==> src/rtl/trigger_event_gen.sv <==
// Debounces four active-low buttons and monitors a counter. Press, release, threshold
// crossing, wrap and overflow events come out as registered pulses plus sticky host flags.
module trigger_event_gen #(
  parameter int DEBOUNCE_CYCLES = 50000
) (
  input  logic        clk1,
  input  logic        reset,
  input  logic [3:0]  button,
  input  logic [31:0] cnt_value,
  input  logic [31:0] cnt_threshold,
  input  logic [15:0] ack_mask,
  output logic [15:0] trig_out,
  output logic [15:0] sticky,
  output logic [3:0]  btn_state
);

  localparam logic [15:0] LP_LAST = 16'(DEBOUNCE_CYCLES - 1);

  logic [3:0]  r_sync1;
  logic [3:0]  r_sync2;
  logic [15:0] r_cnt [4];
  logic [3:0]  r_btn_state;
  logic [3:0]  r_btn_d;
  logic        r_ge_q;
  logic        r_msb_q;
  logic [10:0] r_trig;
  logic [10:0] r_sticky;

  logic [3:0]  w_pressed;
  logic [3:0]  w_press;
  logic [3:0]  w_release;
  logic        w_ge;
  logic        w_thr;
  logic        w_wrap;
  logic        w_ovf;
  logic [10:0] w_evt;
  logic        w_unused_ack;

  // Synchronizers idle at 1 so a released button is not seen as a press after reset.
  always_ff @(posedge clk1) begin
    if (reset) begin
      r_sync1 <= 4'hF;
      r_sync2 <= 4'hF;
    end else begin
      r_sync1 <= button;
      r_sync2 <= r_sync1;
    end
  end

  assign w_pressed = ~r_sync2;

  // The toggle lands on the DEBOUNCE_CYCLES-th consecutive mismatching edge.
  always_ff @(posedge clk1) begin
    if (reset) begin
      r_btn_state <= '0;
      for (int i = 0; i < 4; i++) r_cnt[i] <= '0;
    end else begin
      for (int i = 0; i < 4; i++) begin
        if (w_pressed[i] != r_btn_state[i]) begin
          if (r_cnt[i] == LP_LAST) begin
            r_btn_state[i] <= ~r_btn_state[i];
            r_cnt[i]       <= '0;
          end else begin
            r_cnt[i] <= r_cnt[i] + 16'd1;
          end
        end else begin
          r_cnt[i] <= '0;
        end
      end
    end
  end

  assign w_press   = r_btn_state & ~r_btn_d;
  assign w_release = ~r_btn_state & r_btn_d;
  assign w_ge      = (cnt_value >= cnt_threshold);
  assign w_thr     = w_ge & ~r_ge_q;
  assign w_wrap    = r_msb_q & ~cnt_value[31];
  // An ack arriving with the repeated pulse means the host has seen it: no overflow.
  assign w_ovf     = |(r_trig[9:0] & r_sticky[9:0] & ~ack_mask[9:0]);
  assign w_evt     = {w_ovf, w_wrap, w_thr, w_release, w_press};

  // ge_q resets to 1 so a counter already above threshold does not fire after reset.
  always_ff @(posedge clk1) begin
    if (reset) begin
      r_btn_d  <= '0;
      r_ge_q   <= 1'b1;
      r_msb_q  <= 1'b0;
      r_trig   <= '0;
      r_sticky <= '0;
    end else begin
      r_btn_d  <= r_btn_state;
      r_ge_q   <= w_ge;
      r_msb_q  <= cnt_value[31];
      r_trig   <= w_evt;
      r_sticky <= (r_sticky & ~ack_mask[10:0]) | r_trig;
    end
  end

  assign w_unused_ack = ^ack_mask[15:11];

  assign trig_out  = {5'b0, r_trig};
  assign sticky    = {5'b0, r_sticky};
  assign btn_state = r_btn_state;

endmodule

==> config.mk <==
export PLATFORM = sky130hd
export DESIGN_NAME = trigger_event_gen
export DESIGN_NICKNAME = d
export VERILOG_FILES = /design/src/rtl/trigger_event_gen.sv
export SDC_FILE = /design/constraint.sdc
export NUM_CORES = 1
export LEC_CHECK = 0
export CAP_MARGIN = 10
export CORE_MARGIN = 8
export CORE_UTILIZATION = 34
export DETAILED_ROUTE_END_ITERATION = 7
export PLACE_DENSITY = 0.67
export SLEW_MARGIN = 20
export SYNTH_ARGS = -nofsm -noshare
export SYNTH_HDL_FRONTEND = slang
export SYNTH_SLANG_ARGS = --single-unit
==> constraint.sdc <==
create_clock -name clk1 -period 1.8 [get_ports clk1]
set_input_delay 0.36 -clock clk1 [delete_from_list [all_inputs] [get_ports clk1]]
set_output_delay 0.36 -clock clk1 [all_outputs]
set_load 0.05 [all_outputs]
# After elaboration in Yosys (flattened, before gate mapping)
# Memory sizes are Yosys's and may differ from the RTL's.
# Cells that the tools add are included.
[word_totals]
output_inout_bits = 36
mem_bits_rw = 64
mem_count = 1
register_bits = 40
[op_classes]
n_mux = 58
n_reduce_logical = 5
n_lt_le_gt_ge = 1
eq_ne = 8
add_sub_neg = 4
n_bitwise = 31
[mem_list]
columns = ["name", "words", "width", "rd", "rd_ports_with_merged_regs", "wr", "line_no", "rtl"]
rows = [
  ["r_cnt", 4, 16, 4, 0, 4, "21", "logic [15:0] r_cnt [4];"],
]
[op_table]
columns = ["cell", "n"]
rows = [
  ["$mux 16", 12],
  ["$add 16x1->16 const B", 4],
  ["$eq 16x16->1 const B", 4],
  ["$mux 1", 46],
  ["$ge 32x32->1", 1],
  ["$and 10x10->10", 2],
  ["$not 4->4", 3],
  ["$or 1x1->1", 12],
  ["$and 11x11->11", 1],
  ["$not 11->11", 1],
  ["$or 11x11->11", 1],
  ["$not 10->10", 1],
  ["$reduce_or 10->1", 1],
  ["$and 4x4->4", 2],
  ["$reduce_and 2->1", 4],
  ["$not 1->1", 6],
  ["$ne 1x1->1", 4],
  ["$and 1x1->1", 2],
]

# Depth between registers and ports, before layout
# Gate-level depths: netlist (run 1).
# An unclocked memory read counts as a cell.
[logic_depth]
ltp_word = 9
ltp_mapped = 9
ltp_nobuf = 7

# Worst setup path before layout (run 1)
# Ideal clock, no wire load.
[synth_timing]
kind = "in2reg"
from = "in cnt_threshold[25]"
to = "reg r_ge_q"
path_stages = 7
path_slack_ns = -0.082
arrival_time_ns = 1.753
setup_time_ns = 0.129
required_time_ns = 1.671
n_path_buf = 0
path_cell_list = "inv_1 -> ha_1 -> a21o_1 -> a221o_1 -> a221o_1 -> a211oi_1 -> o21ai_0"
[synth_between]
elab_chain_len = 1
[synth_lines]
columns = ["item", "line_no", "rtl"]
rows = [
  ["start: declaration", "10", "input logic [31:0] cnt_threshold,"],
  ["$ge 32x32->1", "75", "assign w_ge = (cnt_value >= cnt_threshold);"],
  ["end signal: assignment", "92", "r_ge_q <= w_ge;"],
  ["end: declaration", "24", "logic r_ge_q;"],
]
# No other way between the ends.
# A chain may end at the register's enable or synchronous reset.

==> results by group, run 1 <==
Hold path
  – Worst hold path stage count: 2
  – Hold Path Sink: r_sticky[9]
  – Worst Min Path Start: reset
  – Path type of the worst min-delay path: in -> reg

Critical path
  – Critical Path Sink Type: flip-flop
  – Worst Path Required: 1.89 ns
  – CP cell instances: or4b_4, nor3b_2, nand4_2, nand2_2, buf_6, nor2_2
  – Critical path type: reg -> reg
  – R2r setup slk: -0.07 ns
  – Critical Path Max Stage Delay: 0.55 ns
  – Buf/Inv on CP: 1
  – Kind of cell adding the most delay to the critical path: simple AND/OR/NAND/NOR gates
  – R2R Path End: r_cnt[1][7]
  – Startpoint types: flip-flop
  – Worst-path cell with the longest stage delay: or4b_4
  – Reg-to-reg startpoint: r_cnt[1][13]
  – R2R depth: 6
  – WP depth: 6
  – Worst Path Max Fanout: 5
  – Arrival @ worst endpoint: 1.96 ns

Die
  – Die width: 143 microns
  – Placeable core region: 15,800 sq um
  – Initial Util: 34.7%
  – Ports: 122
  – FP Rows: 46
  – Total die area: 20,500 sq um
  – Chip height: 143 microns

Timing
  – F_max: 536 MHz
  – Setup violations, final: 16
  – Slew Viols, Final: 0
  – Final period util: 104%
  – Worst Skew: 0.00473 ns
  – Hold Vio Cnt, Final: 0
  – Unrepaired setup endpoints after global routing: true
  – Final WS setup: -0.0660 ns
  – Minimum clock period after layout: 1.87 ns

Synth
  – #FFs+latches synth: 104
  – Synth Cell Area: 5490 sq um
  – Ys async rst share: 0%
  – Syn Area/Cell: 9.98 sq um
  – Synth Instances: 550
  – Post-synth top flop: edfxtp_1
  – Part of the Yosys area used for sequential elements: 49.6%
  – Number of synthesized flops with an enable pin: 64
  – Synth warn: 0
  – Netlist cell types: 46

Clock tree
  – CTS tree: built
  – Worst-Skew Late Latency: 0.34 ns
  – CTS buffer count: 9
  – CTS clock-pin slew for the worst setup and hold paths: 0.07 ns
  – Clock buffer depth: 2
  – Hold buffer count at cts: 0
  – Root buf cell: clkbuf_16
  – H-tree depth: 3
  – CTS Sinks: 104

GRT
  – First-pass GRT wire length: 19,500 microns
  – Pin count of the biggest net entering global routing: 18
  – Overall routing resource usage: 12.0%
  – Number of global-route vias before repair: 4,171
  – Initial antenna violation count: 1
  – Total grt overflow: 0

Layout
  – Layout cell share with drive strength beyond 1: 21.1%
  – Register area: 2720 sq um
  – Fillers: 1,469
  – Area Growth Syn to Fin: 44.2%
  – Most frequent cells in the layout: 89 x nor2_1, 74 x conb_1, 64 x edfxtp_1
  – Layout net count: 879
  – Commonest non-fill, non-tap cell in the layout: nor2_1
  – Multi-input logic area: 3120 sq um
  – Fin util: 50.0%

Job
  – Max cap viols: 0

Routing
  – DRT iter0 DRCs: 213
  – TritonRoute pass-1 iters: 4
  – DRT antenna net count: 0
  – Via density: 4.35
  – Vias: 4,263
  – # DRC: 0
  – Wirelength, routed: 12,300 microns
  – Routed wire length per instance: 12.6 microns

Power and ir drop
  – Leakage Power: 3.32 nW
  – Pwr per Cell Area: 668 nW/um^2
  – Peak VDD IR: 0.000484 V

Placed design
  – GPL Wtd Cong: 0.761
  – Post-DP HPWL: 9360 microns
  – Post-place setup slack: -0.568 ns
  – Port-buffer cells: 106

Status
  – Outcome: complete, but fails checks
  – Failing checks: negative setup slack
[layout make-up]
cell class / count / area share (%)
Multi-Input combinational cell: 455 / 39.5
Sequential cell: 104 / 34.4
Timing Repair Buffer: 148 / 17.1
Clock buffer: 13 / 3.43
Tap cell: 216 / 3.41
Inverter: 39 / 1.85
Clock inverter: 3 / 0.300
Antenna cell: 1 / 0.0316
[Yosys cell counts, types with 2 or more instances]
cell type	n	share of area [%]
a211oi_1	4	0.55
a21o_1	2	0.27
a21oi_1	12	1.1
a221o_1	3	0.55
a221oi_1	2	0.32
a22o_1	2	0.32
a22oi_1	2	0.27
a31oi_1	2	0.23
and3_1	13	1.5
and4_1	8	1.3
buf_2	3	0.27
buf_4	11	1.5
clkbuf_1	8	0.55
clkbuf_2	2	0.18
conb_1	2	0.14
dfxtp_1	40	15
edfxtp_1	64	35
ha_1	36	8.2
inv_1	39	2.7
nand2_1	26	1.8
nand3_1	21	1.9
nand4_1	20	2.3
nor2_1	101	6.9
nor2b_1	20	2.3
nor3_1	9	0.82
nor3b_1	5	0.68
nor4_1	2	0.23
nor4b_1	2	0.32
o21ai_0	4	0.36
or2_2	9	1.0
or3_1	3	0.34
xnor2_1	22	3.5
xor2_1	38	6.1
[registers in the layout, indices dropped and copies added, names as in the netlist]
name and cells:
btn_state 4, r_btn_d 4, r_cnt 64, r_ge_q 1, r_msb_q 1, r_sticky 11
r_sync1 4, r_sync2 4, r_trig 11
[through the flow]
| stage | instances | instance area, sq um | power [mW] | hold WS (ns) | TNS [ns] |
|---|---|---|---|---|---|
| after floorplan | 622 | 5790 | 3.03 | 0.383 | -0.0130 |
| after CTS | 974 | 7630 | 5.25 | 0.392 | -0.966 |
| after global routing | 979 | 7920 | 5.53 | 0.398 | -2.73 |
| after global placement | 957 | 7200 | 3.30 | 0.390 | -1.18 |
| after detailed placement | 957 | 7200 | 3.31 | 0.394 | -1.34 |
| final | 979 | 7920 | 5.28 | 0.385 | -0.905 |
[metal layers]
layer | routed length, microns | vias up | GRT usage, %
met5 | 0 | - | 0
met4 | 171 | 0 | 4.36
met3 | 948 | 9 | 4.37
li1 | - | 2233 | -
met2 | 5640 | 109 | 19.1
met1 | 5560 | 1912 | 14.5
[worst max path at each step]
stage / slack [ns] / to / startpoint
global route: -0.14 / btn_state[1] / r_cnt[1][13]
CTS: -0.08 / btn_state[1] / r_cnt[1][13]
finish: -0.07 / r_cnt[1][7] / r_cnt[1][13]
global placement: -0.52 / r_trig[8] / cnt_threshold[25]
detailed placement: -0.57 / r_ge_q / cnt_threshold[27]
floorplan: -0.01 / r_cnt[2][10] / r_cnt[2][0]
[report_power, final]
part | switching [mW] | leakage [nW] | internal, mW
clock network | 0.855 | 0.145 | 1.07
logic | 0.329 | 2.19 | 0.364
registers | 0.0652 | 0.985 | 2.60
[cell families after synthesis]
group	after synthesis	synth area share [%]
buffers and inverters	63	5.17
AO/OA/AOI/OAI	37	4.60
adder cells (fa/ha/maj)	36	8.21
flip-flops	104	49.6
AND/OR/NAND/NOR	248	22.7
other	2	0.137
XOR/XNOR	60	9.57
[what timing repair did]
action / in CTS / in global routing
setup buffers: 1 / 4
resized for setup: 49 / 55
setup endpoints to repair: 18 / 51
pin swaps: 30 / 26
(Power assumes the default switching activity.)
==> inputs of run 2 (changes only) <==
- CORE_MARGIN: 8 -> not set
==> results by group, run 2 (same netlist as run 1, synthesis figures left out) <==
Routing
  – TritonRoute pass-1 iters: 4
  – DRT iter0 DRCs: 186
  – # DRC: 0
  – Routed wire length per instance: 11.3 microns
  – DRT antenna net count: 0
  – Via density: 4.35
  – Vias: 4,266
  – Wirelength, routed: 11,100 microns

Timing
  – Hold WS: 0.400 ns
  – Slew Viols, Final: 0
  – Setup violations, final: 1
  – Minimum clock period after layout: 1.81 ns
  – F_max: 553 MHz
  – Setup TNS: -0.00880 ns
  – Hold Vio Cnt, Final: 0
  – Worst Skew: 0.00646 ns
  – Final WS setup: -0.00880 ns
  – Final period util: 100%
  – Unrepaired setup endpoints after global routing: true

Die
  – FP Rows: 46
  – Die width: 129 microns
  – Placeable core region: 15,800 sq um
  – Chip height: 129 microns
  – Total die area: 16,700 sq um
  – Ports: 122
  – Initial Util: 34.7%

Critical path
  – R2r setup slk: -0.009 ns
  – Critical path type: reg -> reg
  – Reg-to-reg startpoint: r_cnt[1][13]
  – Buf/Inv on CP: 1
  – Worst-path cell with the longest stage delay: or4b_1
  – CP cell instances: or4b_1, nor3b_2, nand4_2, buf_4, or2_1, a21oi_2
  – Arrival @ worst endpoint: 2.08 ns
  – Startpoint types: flip-flop
  – R2R depth: 6
  – R2R Path End: btn_state[1]
  – Critical Path Sink Type: flip-flop
  – Worst Path Required: 2.07 ns
  – Worst Path Max Fanout: 3
  – Kind of cell adding the most delay to the critical path: simple AND/OR/NAND/NOR gates
  – Critical Path Max Stage Delay: 0.54 ns

Placed design
  – Inst Count DP: 955
  – Cell Area, Placed: 7180 sq um
  – Post-DP HPWL: 8520 microns
  – GPL Wtd Cong: 0.780
  – Post-place setup slack: -0.599 ns
  – Port-buffer cells: 106

Clock tree
  – Root buf cell: clkbuf_16
  – Hold buffer count at cts: 0
  – CTS tree: built
  – Worst-Skew Late Latency: 0.34 ns
  – CTS Sinks: 104
  – CTS clock-pin slew for the worst setup and hold paths: 0.07 ns
  – H-tree depth: 3
  – CTS buffer count: 9
  – Clock buffer depth: 2

Layout
  – Top flop regs: r_cnt (64), r_sticky (11), r_trig (11)
  – Antenna Cells: 0
  – Most frequent cells in the layout: 100 x nor2_1, 74 x conb_1, 69 x buf_4
  – Fin util: 49.5%
  – Largest register FFs: 64
  – Layout net count: 882
  – Layout Cells excl Fill: 981
  – Commonest non-fill, non-tap cell in the layout: nor2_1
  – Area Growth Syn to Fin: 42.7%
  – Design area: 7830 sq um
  – Most flop-heavy register: r_cnt
  – Layout cell share with drive strength beyond 1: 19.0%

Power and ir drop
  – Reg power frac: 49.1%
  – Pwr per Cell Area: 693 nW/um^2
  – Leakage Power: 3.28 nW
  – Part of the power in combinational logic: 12.1%
  – Total power: 5.43 mW
  – Sw power: 1.22 mW
  – Peak VDD IR: 0.000400 V
  – Clk pwr share: 38.7%
  – Sw Share: 22.5%
  – Int Power: 4.21 mW

GRT
  – First-pass GRT wire length: 17,900 microns
  – Total grt overflow: 0
  – Number of global-route vias before repair: 4,005
  – Initial antenna violation count: 0
  – Overall routing resource usage: 13.6%
  – Pin count of the biggest net entering global routing: 19

Hold path
  – Worst hold path stage count: 1
  – Worst Min Path Start: r_btn_d[2]
  – Path type of the worst min-delay path: reg -> reg
  – Hold Path Sink: r_trig[2]

Job
  – Max cap viols: 0

Status
  – Failing checks: negative setup slack
  – Outcome: complete, but fails checks
==> run 2: cell types whose count changed in the layout (fill, tap and decap cells not counted), moves of 4 or more <==
cell / change
buf_6: -4
buf_4: +7
ha_1: +4
nor2_2: -10
nor2_1: +11
dlymetal6s2s_1: -6
ha_4: -4
==> run 2: how the worst max path moves through the flow <==
stage	startpoint	end	cells after the start
2_1_floorplan	r_cnt[2][0]	r_cnt[2][10]	9
3_3_place_gp	cnt_threshold[25]	r_trig[8]	8
3_5_place_dp	cnt_threshold[25]	r_trig[8]	8
4_1_cts	r_cnt[1][13]	btn_state[1]	6
5_1_grt	r_cnt[1][13]	r_cnt[1][4]	6
6_report	r_cnt[1][13]	btn_state[1]	6
==> run 2: what timing repair did <==
| item | 4_1_cts | 5_1_grt |
|---|---|---|
| cloned | 0 | 0 |
| setup buffers | 3 | 7 |
| resized for setup | 41 | 34 |
| setup endpoints to repair | 15 | 53 |
| pin swaps | 20 | 16 |
==> run 2: metal layers <==
metal,vias up,global-route usage [%],share of wire [%]
met5,-,0,0
met4,0,3.81,1.1
met3,8,3.43,5.8
met2,119,23.5,46
met1,1905,16.9,47
li1,2234,-,-
==> run 2: worst reg2reg max path: stages, from the launching register on <==
cell,delay (ns)
edfxtp_1,0.38
or4b_1,0.54
nor3b_2,0.18
nand4_2,0.14
buf_4,0.17
or2_1,0.21
a21oi_2,0.12
==> run 2: power groups by stage <==
stage	sequential [mW]	combinational (mW)	clock, mW
after CTS	2.67	0.614	2.16
after global placement	2.72	0.580	0
final	2.67	0.658	2.10
after detailed placement	2.72	0.587	0
after global routing	2.68	0.732	2.24
after floorplan	2.72	0.311	0
==> run 2: cell type report <==
cell class	instances	area (sq um)
fill	1449	7990
multi-input combinational	455	3020
sequential	104	2720
timing repair buffer	151	1350
clock buffer	13	283
tap	216	270
inverter	39	146
clock inverter	3	45.0
==> inputs of run 3 (changes only) <==
- CORE_MARGIN: not set -> 1.5
==> results by group, run 3 (same netlist as run 1, synthesis figures left out) <==
Die
  – Die width: 130 microns
  – Chip height: 130 microns
  – Initial Util: 34.7%
  – Placeable core region: 15,800 sq um
  – Total die area: 16,900 sq um
  – FP Rows: 46
  – Ports: 122

Hold path
  – Worst hold path stage count: 1
  – Path type of the worst min-delay path: reg -> reg
  – Hold Path Sink: r_trig[2]
  – Worst Min Path Start: r_btn_d[2]

GRT
  – Total grt overflow: 0
  – Initial antenna violation count: 0
  – First-pass GRT wire length: 18,300 microns
  – Number of global-route vias before repair: 4,058
  – Overall routing resource usage: 13.9%
  – Pin count of the biggest net entering global routing: 19

Layout
  – Most flop-heavy register: r_cnt
  – Antenna Cells: 0
  – Largest register FFs: 64
  – Layout cell share with drive strength beyond 1: 21.2%
  – Layout Cells excl Fill: 981
  – Area Growth Syn to Fin: 44.0%
  – Layout net count: 882
  – Top flop regs: r_cnt (64), r_sticky (11), r_trig (11)
  – Fillers: 1,473
  – Commonest non-fill, non-tap cell in the layout: nor2_1
  – Most frequent cells in the layout: 89 x nor2_1, 74 x conb_1, 67 x buf_4

Clock tree
  – CTS clock-pin slew for the worst setup and hold paths: 0.07 ns
  – Worst-Skew Late Latency: 0.35 ns
  – H-tree depth: 3
  – CTS tree: built
  – Root buf cell: clkbuf_16
  – CTS Sinks: 104
  – CTS buffer count: 9
  – Hold buffer count at cts: 0
  – Clock buffer depth: 2

Timing
  – Setup TNS: -0.522 ns
  – Unrepaired setup endpoints after global routing: true
  – Final WS setup: -0.0438 ns
  – Setup violations, final: 16
  – F_max: 542 MHz
  – Final period util: 102%
  – Worst Skew: 0.00654 ns
  – Slew Viols, Final: 0
  – Minimum clock period after layout: 1.84 ns
  – Hold Vio Cnt, Final: 0

Critical path
  – R2r setup slk: -0.04 ns
  – Startpoint types: flip-flop
  – Worst Path Max Fanout: 8
  – R2R depth: 6
  – Worst Path Required: 1.90 ns
  – R2R Path End: r_cnt[1][11]
  – Critical path type: reg -> reg
  – Arrival @ worst endpoint: 1.95 ns
  – Reg-to-reg startpoint: r_cnt[1][7]
  – Critical Path Sink Type: flip-flop

Status
  – Failing checks: negative setup slack
  – Outcome: complete, but fails checks

Placed design
  – Port-buffer cells: 106
  – GPL Wtd Cong: 0.788
  – Inst Count DP: 958
  – Post-DP HPWL: 8570 microns

Routing
  – Routed wire length per instance: 11.7 microns
  – Via density: 4.37
  – DRT iter0 DRCs: 171
  – # DRC: 0
  – Wirelength, routed: 11,500 microns
  – TritonRoute pass-1 iters: 4
  – DRT antenna net count: 0
  – Vias: 4,291

Power and ir drop
  – Part of the power in combinational logic: 12.9%
  – Pwr per Cell Area: 666 nW/um^2
  – Peak VDD IR: 0.000472 V
  – Int Power: 4.00 mW
  – Sw Share: 24.1%
  – Reg power frac: 50.6%
  – Sw power: 1.27 mW
  – Clk pwr share: 36.5%
  – Leakage Power: 3.35 nW

Job
  – Max cap viols: 0
run 3: changes by cell type in the layout (fill, tap and decap cells not counted), sizes merged:
cell	previous run	this run
dlymetal6s2s	7	17
clkdlybuf4s15	3	2
clkdlybuf4s50	54	43
dlygate4sd2	14	17
clkbuf	14	12
bufinv	1	0
clkinv	0	2
run 3: worst max path at each step:
stage	startpoint	end	slack [ns]	cells past startpoint
finish	r_cnt[1][7]	r_cnt[1][11]	-0.04	6
global route	r_cnt[1][13]	r_cnt[1][14]	-0.16	6
global placement	cnt_threshold[25]	r_trig[8]	-0.54	8
CTS	r_cnt[1][7]	btn_state[1]	-0.06	6
floorplan	r_cnt[2][0]	r_cnt[2][10]	-0.01	9
detailed placement	cnt_threshold[27]	r_ge_q	-0.57	8
run 3: final cells by class:
class	instances	area (sq um)	area share (%)
Clock buffer	12	258	3.26
Tap cell	216	270	3.42
Clock inverter	4	35.0	0.443
Sequential cell	104	2720	34.4
Inverter	39	146	1.85
Timing Repair Buffer	151	1370	17.4
Multi-Input combinational cell	455	3100	39.2
run 3: layer usage:
layer | track usage [%] | up-vias | routed length, microns
met5 | 0 | - | 0
met4 | 5.23 | 0 | 171
met3 | 4.06 | 13 | 706
met2 | 23.6 | 114 | 5480
met1 | 16.7 | 1929 | 5090
li1 | - | 2235 | -
run 3: metrics by stage:
stage | power, mW | util, % | instance area (sq um) | setup slack [ns] | hold slack (ns)
floorplan | 3.03 | - | 5790 | -0.0130 | 0.383
global placement | 3.30 | 45.4 | 7190 | -0.538 | 0.388
detailed placement | 3.31 | 45.4 | 7190 | -0.572 | 0.397
CTS | 5.26 | 48.5 | 7670 | -0.0615 | 0.405
global route | 5.49 | 49.9 | 7910 | -0.159 | 0.419
finish | 5.27 | 49.9 | 7910 | -0.0438 | 0.402
run 3: repair_timing:
| item | 4_1_cts | 5_1_grt |
|---|---|---|
| resized for setup | 56 | 49 |
| buffers inserted | 5 | 3 |
| pin swaps | 27 | 25 |
| setup endpoints to repair | 19 | 48 |
run 3: power by group through the flow:
stage	clock (mW)	combinational, mW	sequential [mW]
2_1_floorplan	0	0.311	2.72
3_3_place_gp	0	0.583	2.71
5_1_grt	2.06	0.753	2.68
6_report	1.92	0.679	2.67
3_5_place_dp	0	0.590	2.72
4_1_cts	1.97	0.626	2.66
run 3: worst max-delay path, stage by stage, from the launching register on:
cell      delay, ns
edfxtp_1       0.41
or4b_4         0.54
nor3b_4        0.19
nand4_2        0.14
nand2_2        0.12
buf_6          0.15
nor2_1         0.05
